**src/rtl/adc_emu_pkg.sv**
```systemverilog
// adc_emu_pkg: shared defaults and the FSM state type for the ADC serial
// responder emulator (adc_serial_emulator and adc_emu_pattern_gen).
package adc_emu_pkg;

  localparam int unsigned DATA_W_DEF     = 12;
  localparam int unsigned LEAD_ZEROS_DEF = 4;
  localparam int unsigned FRAME_W_DEF    = LEAD_ZEROS_DEF + DATA_W_DEF;
  localparam int unsigned PAT_STEP_DEF   = 1;
  localparam int unsigned CNT_W_DEF      = $clog2(FRAME_W_DEF);

  typedef enum logic [1:0] {
    IDLE = 2'd0,
    LEAD = 2'd1,
    DATA = 2'd2,
    TAIL = 2'd3
  } state_t;

endpackage

```
**src/rtl/adc_emu_pattern_gen.sv**
```systemverilog
// adc_emu_pattern_gen: ramp source for the ADC emulator. Advances by PAT_STEP
// (wrapping mod 2^DATA_W) on every cycle 'advance' is high.
// Ports:
//   clk      system clock
//   rst      synchronous reset, active-high (ramp -> 0)
//   advance  step the ramp (driven by the frame-done event)
//   ramp     current ramp value
module adc_emu_pattern_gen
  import adc_emu_pkg::*;
#(
  parameter int unsigned DATA_W   = DATA_W_DEF,
  parameter int unsigned PAT_STEP = PAT_STEP_DEF
) (
  input  logic              clk,
  input  logic              rst,
  input  logic              advance,
  output logic [DATA_W-1:0] ramp
);

  always_ff @(posedge clk) begin
    if (rst) begin
      ramp <= '0;
    end else if (advance) begin
      ramp <= ramp + DATA_W'(PAT_STEP);
    end
  end

endmodule

```
**src/rtl/adc_serial_emulator.sv**
```systemverilog
// adc_serial_emulator: synthesizable stand-in for the ADC serial responder.
// While cs_n is low it shifts out a frame of LEAD_ZEROS zero bits followed by
// a DATA_W-bit sample, MSB first. Samples come from a one-entry hold register
// fed by a valid/ready handshake; if the hold is empty at frame start the last
// completed frame value is repeated and 'underrun' pulses.
// Optional feature macro: ADC_EMU_PATTERN_EN adds pattern_sel and an internal
// ramp (adc_emu_pattern_gen) that replaces the sample source when selected.
// Ports:
//   clk           system clock
//   rst           synchronous reset, active-high
//   cs_n          chip select from capture block, active low
//   sdata         serial data out
//   sample_i      next sample value
//   sample_valid  sample_i is valid
//   sample_ready  hold register empty
//   frame_done    1-cycle pulse after the last frame bit
//   underrun      1-cycle pulse: frame started with hold empty
//   aborted       1-cycle pulse: cs_n rose mid-frame
//   pattern_sel   (ADC_EMU_PATTERN_EN) 1 = ramp replaces sample data
module adc_serial_emulator
  import adc_emu_pkg::*;
#(
`ifdef ADC_EMU_PATTERN_EN
  parameter int unsigned PAT_STEP   = PAT_STEP_DEF,
`endif
  parameter int unsigned DATA_W     = DATA_W_DEF,
  parameter int unsigned LEAD_ZEROS = LEAD_ZEROS_DEF
) (
  input  logic              clk,
  input  logic              rst,
  input  logic              cs_n,
  output logic              sdata,
  input  logic [DATA_W-1:0] sample_i,
  input  logic              sample_valid,
  output logic              sample_ready,
  output logic              frame_done,
  output logic              underrun,
  output logic              aborted
`ifdef ADC_EMU_PATTERN_EN
  ,
  input  logic              pattern_sel
`endif
);

  localparam int unsigned FRAME_W = LEAD_ZEROS + DATA_W;
  localparam int unsigned CNT_W   = $clog2(FRAME_W);

  localparam logic [CNT_W-1:0] CNT_LEAD_LAST = CNT_W'(LEAD_ZEROS - 1);
  localparam logic [CNT_W-1:0] CNT_LAST      = CNT_W'(FRAME_W - 1);

  state_t            state_q, state_d;
  logic [CNT_W-1:0]  cnt_q;
  logic [DATA_W-1:0] hold_q, last_q, frame_data_q;
  logic              hold_full_q;

  logic              frame_start, done_evt, abort_evt, underrun_evt, accept;
  logic [DATA_W-1:0] frame_src;
  logic [DATA_W-1:0] shifted;
  logic [CNT_W-1:0]  bit_idx;

  // ---------------- FSM: state register ----------------
  always_ff @(posedge clk) begin
    if (rst) state_q <= IDLE;
    else     state_q <= state_d;
  end

  // ---------------- FSM: next state ----------------
  always_comb begin
    state_d = state_q;
    unique case (state_q)
      // With a single leading zero the first low cycle already covers it.
      IDLE: if (!cs_n) state_d = (LEAD_ZEROS == 1) ? DATA : LEAD;
      LEAD: begin
        if (cs_n)                          state_d = IDLE;
        else if (cnt_q == CNT_LEAD_LAST)   state_d = DATA;
      end
      DATA: begin
        if (cs_n)                          state_d = IDLE;
        else if (cnt_q == CNT_LAST)        state_d = TAIL;
      end
      TAIL: if (cs_n) state_d = IDLE;
      default: state_d = IDLE;
    endcase
  end

  // ---------------- FSM: outputs / events ----------------
  assign bit_idx = CNT_LAST - cnt_q;
  assign shifted = frame_data_q >> bit_idx;

  always_comb begin
    frame_start = (state_q == IDLE) && !cs_n;
    abort_evt   = ((state_q == LEAD) || (state_q == DATA)) && cs_n;
    done_evt    = (state_q == DATA) && !cs_n && (cnt_q == CNT_LAST);
    sdata       = 1'b0;
    // Bit 0 (first low cycle, still IDLE) is always a leading zero.
    if (!cs_n && ((state_q == LEAD) || (state_q == DATA)) &&
        (cnt_q >= CNT_W'(LEAD_ZEROS)))
      sdata = shifted[0];
  end

`ifdef ADC_EMU_PATTERN_EN
  logic [DATA_W-1:0] ramp;

  adc_emu_pattern_gen #(
    .DATA_W   (DATA_W),
    .PAT_STEP (PAT_STEP)
  ) u_pattern_gen (
    .clk     (clk),
    .rst     (rst),
    .advance (done_evt),
    .ramp    (ramp)
  );
`endif

  always_comb begin
    frame_src    = hold_full_q ? hold_q : last_q;
    underrun_evt = frame_start && !hold_full_q;
`ifdef ADC_EMU_PATTERN_EN
    if (pattern_sel) begin
      frame_src    = ramp;
      underrun_evt = 1'b0;
    end
`endif
  end

  assign accept       = sample_valid && !hold_full_q;
  assign sample_ready = !hold_full_q;

  // ---------------- bit counter ----------------
  always_ff @(posedge clk) begin
    if (rst) begin
      cnt_q <= '0;
    end else if (frame_start) begin
      cnt_q <= CNT_W'(1);
    end else if (((state_q == LEAD) || (state_q == DATA)) && !cs_n && !done_evt) begin
      cnt_q <= cnt_q + CNT_W'(1);
    end else begin
      cnt_q <= '0;
    end
  end

  // ---------------- datapath ----------------
  // Accept only happens while hold is empty, so a same-edge frame start
  // always takes 'last' and the new sample waits in hold for the next frame.
  always_ff @(posedge clk) begin
    if (rst) begin
      hold_q       <= '0;
      hold_full_q  <= 1'b0;
      last_q       <= '0;
      frame_data_q <= '0;
      frame_done   <= 1'b0;
      underrun     <= 1'b0;
      aborted      <= 1'b0;
    end else begin
      frame_done <= done_evt;
      underrun   <= underrun_evt;
      aborted    <= abort_evt;
      if (frame_start) frame_data_q <= frame_src;
      if (done_evt)    last_q       <= frame_data_q;
      if (accept)      hold_q       <= sample_i;
      hold_full_q <= accept || (hold_full_q && !frame_start);
    end
  end

endmodule

```
**config.mk**
```make
export PLATFORM = sky130hd
export DESIGN_NAME = adc_serial_emulator
export DESIGN_NICKNAME = d
export VERILOG_FILES = /design/src/rtl/adc_emu_pkg.sv /design/src/rtl/adc_emu_pattern_gen.sv /design/src/rtl/adc_serial_emulator.sv
export SDC_FILE = /design/constraint.sdc
export NUM_CORES = 1
export LEC_CHECK = 0
export ABC_AREA = 1
export ABC_CLOCK_PERIOD_IN_PS = 1140
export CORE_UTILIZATION = 45
export DETAILED_ROUTE_END_ITERATION = 10
export PLACE_DENSITY = 0.68
export SLEW_MARGIN = 20
export SYNTH_ARGS = -nofsm -noshare
export SYNTH_HDL_FRONTEND = slang
export SYNTH_SLANG_ARGS = --single-unit
```
**constraint.sdc**
```tcl
create_clock -name clk -period 1.14 [get_ports clk]
set_input_delay 0.171 -clock clk [delete_from_list [all_inputs] [get_ports clk]]
set_output_delay 0.171 -clock clk [all_outputs]
set_load 0.02 [all_outputs]
```
* Word-level counts from Yosys, hierarchy flattened
Index checks and enable logic that the tools add are counted.
** Word-level totals
- Word-level logic and storage cells :: 54
- Flip-flop bits (word level) :: 46
- Bits of input ports :: 16
- Output and inout bits :: 5
** Cells by class
- Bitwise operators :: 1
- Eq/ne operators :: 9
- $lt $le $gt $ge :: 1
- Reduce and logical (&&, ||, !) cells :: 19
- $add $sub $neg :: 2
- Muxes and demuxes :: 11
- Shift-type cells :: 1
** Operators by type and width (number)
- $mux W12 :: 1
- $mux W2 :: 6
- $shr A12 B4 Y1 :: 1
- $logic_and A1 B1 Y1 :: 10
- $pmux W2 S4 :: 1
- $add A4 B1 Y4 const B :: 1
- $eq A2 B2 Y1 const B :: 2
- $eq A4 B2 Y1 const B :: 1
- $eq A4 B4 Y1 const B :: 1
- $ge A4 B3 Y1 const B :: 1
- $logic_not A1 Y1 :: 4
- $ne A2 B2 Y1 const B :: 2
- $reduce_and A4 Y1 :: 1
- $sub A4 B4 Y4 const A :: 1
- $mux W1 :: 3
- $ne A3 B2 Y1 const B :: 1
- $ne A3 B3 Y1 const B :: 1
- $reduce_or A3 Y1 :: 1
- $eq A2 B1 Y1 const B :: 1
- $logic_not A2 Y1 :: 1
- $logic_or A1 B1 Y1 :: 2
- $not A1 Y1 :: 1

* Longest topological paths before layout
Gate-level depths: netlist of the first run.
- Depth in word-level cells :: 7
- Mapped depth :: 9
- Gate-level depth less buffers :: 9

* Least setup slack after synthesis of the first run
No wires, ideal clock.
- Path type :: reg-to-reg
- Start :: register cnt_q[1]
- End :: register state_q[1]
- Library setup time :: 0.113 ns
- Slack :: -0.107 ns
- Period minus slack after synthesis :: 1.247 ns
- Cell stages (with the launch flop) :: 7
- Data arrival time :: 1.133 ns
- Data required time :: 1.027 ns
- Buffers on the path :: 0
- Cell sequence :: dfxtp_1 -> ha_1 -> nand2_1 -> o21ai_0 -> nand3_1 -> nor2_1 -> nor2_1
** Between the ends
- Word-level cells in the longest chain between the ends :: 3
- Elaborated cells between the ends (all ways) :: 5
- Those cells by class :: 4 x eq/ne; 1 x reduce/logical
** RTL lines
- start, declared :: RTL line adc_serial_emulator.sv:52 : logic [CNT_W-1:0] cnt_q;
- start signal, assigned :: RTL line adc_serial_emulator.sv:136 : cnt_q <= cnt_q + CNT_W'(1);
- $eq A4 B4 Y1 / $eq A4 B2 Y1 (equally long branches) :: RTL line adc_serial_emulator.sv:79, adc_serial_emulator.sv:75
- $ne A3 B2 Y1 (no line) / $ne A3 B3 Y1 (equally long branches)
- $reduce_and A4 Y1 (no line) (*)
- end signal, assigned :: RTL line adc_serial_emulator.sv:64 : else state_q <= state_d;
- end, declared :: RTL line adc_serial_emulator.sv:51 : state_t state_q, state_d;
Every way passes the cells marked *; elsewhere a longest branch is shown, timed or not.
A chain may end at the register's enable or synchronous reset.

* Final worst setup path of the first run
- Start :: register cnt_q[0]
- End :: output sdata
** Between the ends
- Word-level cells in the longest chain between the ends :: 3
- Elaborated cells between the ends (all ways) :: 5
- Those cells by class :: 1 x add/sub; 1 x order compare; 1 x shift; 1 x mux; 1 x reduce/logical
** RTL lines
- $sub A4 B4 Y4 / $ge A4 B3 Y1 (equally long branches) :: RTL line adc_serial_emulator.sv:87, adc_serial_emulator.sv:97
- $shr A12 B4 Y1 / $logic_and A1 B1 Y1 (equally long branches) :: RTL line adc_serial_emulator.sv:88, adc_serial_emulator.sv:96
- $mux W1 (*) :: RTL line adc_serial_emulator.sv:96 : if (!cs_n && ((state_q == LEAD) || (state_q == DATA)) &&
- end, declared :: RTL line adc_serial_emulator.sv:32 : output logic sdata,
Marks and branches as above.

==> results.yml, run 1 <==
die:
  die_area_sq_mm: 0.004800
  die_w_um: 69.28
  rows: 24
  die_h_um: 69.28
  core_sq_mm: 0.004354
  start_util_pct: 46.78
  ioPinCount: 21
synth:
  yosysWarnings: 0
  synth.distinct_cells: 27
  synth_seq_cells: 46
  yosysSeqAreaShare_pct: 45.21
  syn_area_sq_mm: 0.002037
  synth.net_count: 271
  syn_inst: 249
  avgSynthCellArea_sq_um: 8.181
route:
  firstDrtPassIters: 4
  via_per_inst: 5.049
  drc: 0
  vias: 1858
  wl_per_cell_um: 14.28
  finalWirelength_um: 5254
  drt_iter0_drc: 71
  final_antenna_net_count: 0
placement:
  dpl.hpwl_um: 3145
  dp_cells: 355
  placed_area_sq_mm: 0.002614
  gp_congestion: 0.7547
  port_buffers: 20
sta:
  worst_pin_slew_ns: 0.3013
  finalWorstSetupSlack_ns: -0.4087
  drv_slew: 0
  setup_viol: 20
  whs_ns: 0.4668
  max_clock_freq_ghz: 0.6457
  finalHoldViolCount: 0
  fin_crit_ns: 1.549
  skew_ns: 0.005452
  fin_crit_sh_pct: 135.9
  relSlewSlack_pct: 79.70
  rsz0062_at_grt: "yes"
clocking:
  clkSinkCount: 46
  clock_latency_ns: 0.30
  htreeDepth: 2
  clock-root-buffer: "clkbuf_8"
  cts_made_buffers: 5
  cts_tree: "yes"
  path_clk_slew_ns: 0.09
  cts_buffer_depth: 2
run_status:
  status: "finished with violations"
  violations: "negative setup slack"
run:
  max_cap_violations: 0
global_route:
  grt-ovfl-total: 0
  grt_pass1_vias: 1770
  gr-usage-all-layers_pct: 20.58
  antenna_found_initial: 0
  grt_max_degree: 25
  grt_pass1_wl_um: 7914
worst_setup_path:
  crit_arrival_ns: 1.38
  worstSetupPathType: "reg2out"
  required_ns: 0.97
  crit_fanout: 7
  end_kind: "output port"
  start_kind: "register"
final_layout:
  fin_cells: 368
  final_common_cell: "dfxtp_1"
  fill_cells: 303
  antennaDiodeCount: 0
  final_nets: 337
  final_cell_mix: "dfxtp_1 (41), buf_4 (38), nor2_1 (31), nand2_1 (23), inv_1 (21)"
  area_delta_synth_final_pct: 51.23
  final_cell_area_sq_mm: 0.003080
  drive_gt1_share_pct: 43.35
pwr:
  ir_worst_vdd_uv: 803.2
  power_leakage_nw: 1.295
  power_density_mw_per_mm2: 1355
  finalPower_w: 0.004173
hold_path:
  hold_path.class: "in2reg"
flip-flops by register name, summed over array words and instances (netlist names):
signal / cells
hold_q: 12
frame_data_q: 12
cnt_q: 4
aborted: 1
underrun: 1
frame_done: 1
last_q: 12
state_q: 2
hold_full_q: 1
area by class of cell:
cell class	count	area, sq um	share of cell area, %
Multi-Input combinational cell	160	1177	38.22
Sequential cell	46	927.1	30.10
Timing Repair Buffer	71	679.4	22.06
Inverter	31	121.4	3.940
Clock buffer	6	72.57	2.356
Tap cell	52	65.06	2.112
Clock inverter	2	37.54	1.219
power by group:
group | switching [W] | internal, W
Clock | 0.000567 | 0.000654
Sequential | 0.0000607 | 0.00170
Combinational | 0.000620 | 0.000567
cell usage after synthesis (all sizes together):
| library cell | instances | area [sq um] |
|---|---|---|
| dfxtp | 46 | 920.9 |
| nor2 | 40 | 166.4 |
| nand2 | 35 | 146.4 |
| inv | 31 | 116.4 |
| o21ai | 26 | 141.4 |
| a21oi | 13 | 95.09 |
| o22ai | 13 | 81.33 |
| mux2i | 12 | 120.1 |
| nand3 | 11 | 55.05 |
| buf | 8 | 62.56 |
| ha | 6 | 75.07 |
| clkbuf | 4 | 30.02 |
| nand4 | 1 | 6.260 |
| nor3 | 1 | 5.000 |
| or2 | 1 | 6.260 |
| xor2 | 1 | 8.760 |
critical path, stage by stage, from the launching register on:
cell and delay, ns:
dfxtp_2 0.37, buf_6 0.15, nand2_2 0.07, nand3_2 0.06
nand2_1 0.06, nand2_1 0.05, nand3_1 0.08, nand2_1 0.08
inv_2 0.03, buf_6 0.12
path summary, 6_finish.rpt:
kind | startpoint | end | slack [ns] | cells after the start
max | cnt_q[0] | sdata | -0.41 | 9
min reg2reg | hold_q[8] | hold_q[8] | 0.50 | 2
min | sample_i[0] | hold_q[0] | 0.47 | 3
max reg2reg | cnt_q[0] | last_q[1] | -0.38 | 8
through the flow:
step	TNS [ns]	setup WS [ns]	utilization, %
CTS	-4.379	-0.3453	65.46
floorplan	0	0.002864	-
detailed placement	-12.42	-0.5039	60.03
finish	-6.634	-0.4087	70.75
global route	-8.327	-0.4941	70.75
global placement	-11.28	-0.4834	60.03
per-layer routing:
metal	wire, um	global-route usage, %
met1	2283	26.33
met2	2676	34.20
met5	0	0
met4	158	7.710
met3	135	4.070
repair_timing:
item                       CTS  global route
resized for setup           37            52
gates cloned                 1             1
pin swaps                   10            26
hold buffers                 0             0
setup endpoints to repair   36            46
buffers inserted             0             3
logic make-up after synthesis:
kind of cell    share of synthesized area, %
simple gates                           18.92
flops                                  45.21
compound gates                         15.60
fa+ha+maj                              3.685
xor+xnor                              0.4301
mux                                    5.897
buf+inv                                10.26
Note: power is estimated with default switching activity, not from simulation.
==> run 2, diff against run 1 <==
--- a/config.mk
+++ b/config.mk
@@ -8,6 +8,7 @@
 export ABC_AREA = 1
 export ABC_CLOCK_PERIOD_IN_PS = 1140
 export CORE_UTILIZATION = 45
+export CTS_BUF_LIST = sky130_fd_sc_hd__clkbuf_4
 export DETAILED_ROUTE_END_ITERATION = 10
 export PLACE_DENSITY = 0.68
 export SLEW_MARGIN = 20
==> run 2 against run 1 <==
The run still ends with negative setup slack left. Clock-buffer cell count is the same. Sequential cell count is the same. Power shrank 5.0%. Via count shrank 0.97%. Sequential power is essentially flat. Sequential share of layout area grew 0.40 points. Cell count grew 0.54%. Worst hold slack lost 0.067 ns. First-iteration DRC count is the same. Combinational power is essentially flat. Critical path type unchanged.
==> results.yml, run 2 (same netlist as run 1, synthesis figures left out) <==
pwr:
  ir_worst_vdd_uv: 839.4
  p_sw_share_pct: 30.56
  finalPower_w: 0.003963
  combinationalPowerShare_pct: 29.5
  p_clk_share_pct: 26.1
  power_leakage_nw: 1.297
  power_frac_seq_pct: 44.4
  power_density_mw_per_mm2: 1303
  power.internal_w: 0.002752
  switching_power_w: 0.001211
die:
  start_util_pct: 46.78
  rows: 24
  die_w_um: 69.28
  die_h_um: 69.28
  die_area_sq_mm: 0.004800
  ioPinCount: 21
  core_sq_mm: 0.004354
sta:
  setup_tns_ns: -7.018
  rsz0062_at_grt: "yes"
  worst_pin_slew_ns: 0.2888
  drv_slew: 0
  finalHoldViolCount: 0
  fin_crit_ns: 1.610
  relSlewSlack_pct: 80.69
  finalWorstSetupSlack_ns: -0.4702
  fin_crit_sh_pct: 141.2
  setup_viol: 20
  max_clock_freq_ghz: 0.6210
  skew_ns: 0.006692
worst_setup_path:
  crit_fanout: 7
  crit_arrival_ns: 1.44
  reg2reg_from: "cnt_q[0]"
  cp_cell_sequence: "buf_6 -> nand2_2 -> nand3_2 -> nand2_1 -> nand2_1 -> nand3_1 -> nand2_1 -> inv_2 -> buf_6"
  slowest_stage: "dfxtp_2"
  start_kind: "register"
  end_kind: "output port"
  cp-startpoint: "cnt_q[0]"
  crit_family: "flip-flops"
  critPathMaxStageDelay_ns: 0.39
  required_ns: 0.97
  path_common_cell: "nand2_1"
  worstSetupPathType: "reg2out"
  crit_buf_inv: 3
route:
  drc: 0
  vias: 1840
  via_per_inst: 4.973
  drt_iter0_drc: 71
  finalWirelength_um: 5114
  wl_per_cell_um: 13.82
  firstDrtPassIters: 4
  final_antenna_net_count: 0
run:
  max_cap_violations: 0
final_layout:
  drive_gt1_share_pct: 44.03
  reg.largest.list: "frame_data_q x12, hold_q x12, last_q x12"
  final_nets: 339
  final_cell_mix: "dfxtp_1 (41), buf_4 (40), nor2_1 (34), nand2_1 (22), inv_1 (21)"
  final_common_cell: "dfxtp_1"
  final_cell_area_sq_mm: 0.003040
  antennaDiodeCount: 0
  post-route-util_pct: 69.83
  area_delta_synth_final_pct: 49.26
hold_path:
  worstHoldStart: "sample_i[9]"
  hold_path.class: "in2reg"
clocking:
  clock-root-buffer: "clkbuf_4"
  ctsHoldBuffers: 0
  cts_made_buffers: 5
  htreeDepth: 2
  clock_latency_ns: 0.37
  cts_buffer_depth: 2
  clkSinkCount: 46
  cts_tree: "yes"
  path_clk_slew_ns: 0.14
global_route:
  grt-ovfl-total: 0
  gr-usage-all-layers_pct: 20.09
  antenna_found_initial: 0
  grt_pass1_vias: 1719
  grt_max_degree: 25
  grt_pass1_wl_um: 7693
placement:
  place_ws_ns: -0.5039
  port_buffers: 20
  placed_area_sq_mm: 0.002614
  dpl.hpwl_um: 3145
  gp_congestion: 0.7547
run_status:
  violations: "negative setup slack"
  status: "finished with violations"
run 2: through the flow:
stage | hold WS, ns | instances
after floorplan | 0.2426 | 249
after global placement | 0.4715 | 355
after detailed placement | 0.4780 | 355
after CTS | 0.3976 | 365
after global routing | 0.4108 | 370
final | 0.3998 | 370
run 2: area by class of cell:
type / count / area, sq um
multi-input cells: 160 / 1162
well taps: 52 / 65.06
flip-flops and latches: 46 / 927.1
inverters: 31 / 118.9
fillers: 308 / 1314
clock inverters: 2 / 37.54
repair buffers: 73 / 684.4
clock buffers: 6 / 45.04
run 2: metal layers:
metal / up-vias / track usage (%) / wire length, um
li1: 943 / - / -
met1: 864 / 25.14 / 2258
met2: 23 / 33.66 / 2600
met3: 10 / 4.506 / 149
met4: 0 / 7.483 / 106
met5: - / 0 / 0
run 2: final timing paths:
kind,to,slack [ns],depth (start not counted)
setup reg to reg,cnt_q[3],-0.40,9
hold reg to reg,hold_q[8],0.50,2
hold / removal,hold_q[9],0.40,3
setup / recovery,sdata,-0.47,9
run 2: worst register-to-register path: stages, from the launching register on:
cell and delay, ns:
dfxtp_2 0.39, buf_6 0.15, buf_4 0.14, ha_4 0.16
nand2_4 0.08, nor2_8 0.21, buf_6 0.13, nor2_4 0.03
nand3_2 0.10, nor2_1 0.05
run 2: timing repair:
| item | in CTS | in global routing |
|---|---|---|
| resized for setup | 42 | 44 |
| buffers inserted | 2 | 2 |
| setup endpoints to repair | 37 | 39 |
| pin swaps | 9 | 29 |
| cloned | 0 | 3 |
run 2: power by group through the flow:
stage | clock (W) | combinational, W | sequential, W
after floorplan | 0 | 0.000515 | 0.00179
after global placement | 0 | 0.000876 | 0.00178
after detailed placement | 0 | 0.000887 | 0.00179
after CTS | 0.00105 | 0.000978 | 0.00175
after global routing | 0.00112 | 0.00127 | 0.00178
final | 0.00103 | 0.00117 | 0.00176
==> run 3, diff against run 2 <==
==> constraint.sdc (replaced) <==
create_clock -name clk -period 1.14 [get_ports clk]
set_input_delay 0.114 -clock clk [delete_from_list [all_inputs] [get_ports clk]]
set_output_delay 0.114 -clock clk [all_outputs]
set_load 0.02 [all_outputs]
==> run 3 against run 2 <==
Critical path type is now reg2reg. Highest routed layer unchanged. Critical endpoint is now last_q[7]. Clock skew is 0.0084 ns higher. Sequential cell count unchanged. Largest power group unchanged. Design area is 7.0% higher. The flow still finishes with violations (negative setup slack).
==> results.yml, run 3 (same netlist as run 1, synthesis figures left out) <==
global_route:
  grt_pass1_vias: 1845
  gr-usage-all-layers_pct: 22.99
  grt_max_degree: 25
  grt-ovfl-total: 0
  antenna_found_initial: 0
  grt_pass1_wl_um: 8735
clocking:
  clkSinkCount: 46
  cts_tree: "yes"
  htreeDepth: 2
  path_clk_slew_ns: 0.15
  clock-root-buffer: "clkbuf_4"
  cts_made_buffers: 5
  clock_latency_ns: 0.36
  ctsHoldBuffers: 0
  cts_buffer_depth: 2
sta:
  fin_crit_sh_pct: 138.1
  whs_ns: 0.3658
  fin_crit_ns: 1.574
  worst_pin_slew_ns: 0.2750
  drv_slew: 0
  max_clock_freq_ghz: 0.6354
  relSlewSlack_pct: 81.67
  rsz0062_at_grt: "yes"
  finalWorstSetupSlack_ns: -0.4338
  setup_viol: 23
  skew_ns: 0.01506
  finalHoldViolCount: 0
die:
  die_w_um: 69.28
  ioPinCount: 21
  core_sq_mm: 0.004354
  rows: 24
  start_util_pct: 46.78
  die_area_sq_mm: 0.004800
  die_h_um: 69.28
worst_setup_path:
  required_ns: 1.43
  slowest_stage: "dfxtp_4"
  cp_cell_sequence: "buf_12 -> buf_6 -> ha_4 -> nand2_8 -> nor2_8 -> buf_12 -> o21ai_2 -> a21oi_2"
  end_kind: "register"
  crit_arrival_ns: 1.86
  crit_fanout: 8
  path_common_cell: "buf_12"
  start_kind: "register"
  reg2reg_from: "cnt_q[0]"
  worstSetupPathType: "reg2reg"
  r2r_cells: 8
  critPathMaxStageDelay_ns: 0.41
  worstReg2RegEnd: "last_q[7]"
  r2r_setup_slack_ns: -0.43
final_layout:
  reg.largest.list: "frame_data_q x12, hold_q x12, last_q x12"
  antennaDiodeCount: 0
  post-route-util_pct: 74.71
  final_nets: 346
  drive_gt1_share_pct: 48.31
  area_delta_synth_final_pct: 59.71
  final_cell_mix: "dfxtp_1 (41), buf_4 (37), nor2_1 (36), nand2_1 (22), inv_1 (19)"
  fin_cells: 377
  final_common_cell: "dfxtp_1"
route:
  via_per_inst: 5.156
  drc: 0
  firstDrtPassIters: 4
  finalWirelength_um: 6016
  final_antenna_net_count: 0
  wl_per_cell_um: 15.96
  drt_iter0_drc: 78
  vias: 1944
run_status:
  status: "finished with violations"
  violations: "negative setup slack"
placement:
  place_ws_ns: -0.4489
  dpl.hpwl_um: 3127
  gp_congestion: 0.7307
  port_buffers: 20
  dp_cells: 355
pwr:
  finalPower_w: 0.003882
  ir_worst_vdd_uv: 941.0
  power_density_mw_per_mm2: 1193
  power_leakage_nw: 1.330
hold_path:
  hold_path.class: "in2reg"
  hold_end: "hold_q[9]"
  holdPathStages: 3
  worstHoldStart: "sample_i[9]"
run:
  max_cap_violations: 0
run 3: changes by cell type in the layout (fill, tap and decap cells not counted), moves of 4 or more:
cell     change
buf_2        -4
buf_6        +8
nand2_2      -5
o21ai_1      -7
o21ai_2      +6
run 3: per-stage QoR:
step | cell area [sq um] | TNS (ns)
final | 3253 | -7.183
after global placement | 2626 | -8.799
after global routing | 3253 | -8.124
after detailed placement | 2626 | -9.563
after floorplan | 2063 | 0
after CTS | 3052 | -5.378
run 3: worst max path at each step:
stage                  start         to  slack [ns]  cells past startpoint
floorplan           cnt_q[1]  last_q[2]       0.003                      5
detailed placement  cnt_q[0]      sdata       -0.45                      9
global placement    cnt_q[0]      sdata       -0.43                      9
CTS                 cnt_q[0]      sdata       -0.38                      9
finish              cnt_q[0]  last_q[7]       -0.43                      8
global route        cnt_q[0]      sdata       -0.48                      9
run 3: area by class of cell:
type	count	area, sq um
well taps	52	65.06
clock inverters	3	16.27
fillers	262	1101
repair buffers	79	794.5
flip-flops and latches	46	932.1
clock buffers	5	37.54
multi-input cells	161	1286
inverters	31	121.4
run 3: what timing repair did:
| action | 4_1_cts | 5_1_grt |
|---|---|---|
| hold endpoints to repair | 0 | 0 |
| endpoints found under the setup margin | 38 | 37 |
| cloned | 2 | 0 |
| pin swaps | 38 | 25 |
| resized for setup | 80 | 43 |
| buffers inserted | 7 | 5 |
run 3: per-layer routing:
layer  routed length, um  up-vias  track usage, %
li1                    -      957               -
met1                2560      932           28.79
met2                3136       45           39.27
met3                 203       10           4.360
met4                 115        0           8.163
met5                   0        -               0
run 3: worst max-delay path, delay by kind of cell, from the launching register on:
| family | cells | cell delay [ns] |
|---|---|---|
| AO/OA/AOI/OAI | 2 | 0.16 |
| AND/OR/NAND/NOR | 2 | 0.34 |
| flip-flops | 1 | 0.41 |
| buffers and inverters | 3 | 0.42 |
| adder cells (fa/ha/maj) | 1 | 0.17 |
run 3: power breakdown:
group          internal [W]  switching (W)
registers           0.00171      0.0000582
logic              0.000656       0.000702
clock network      0.000230       0.000529
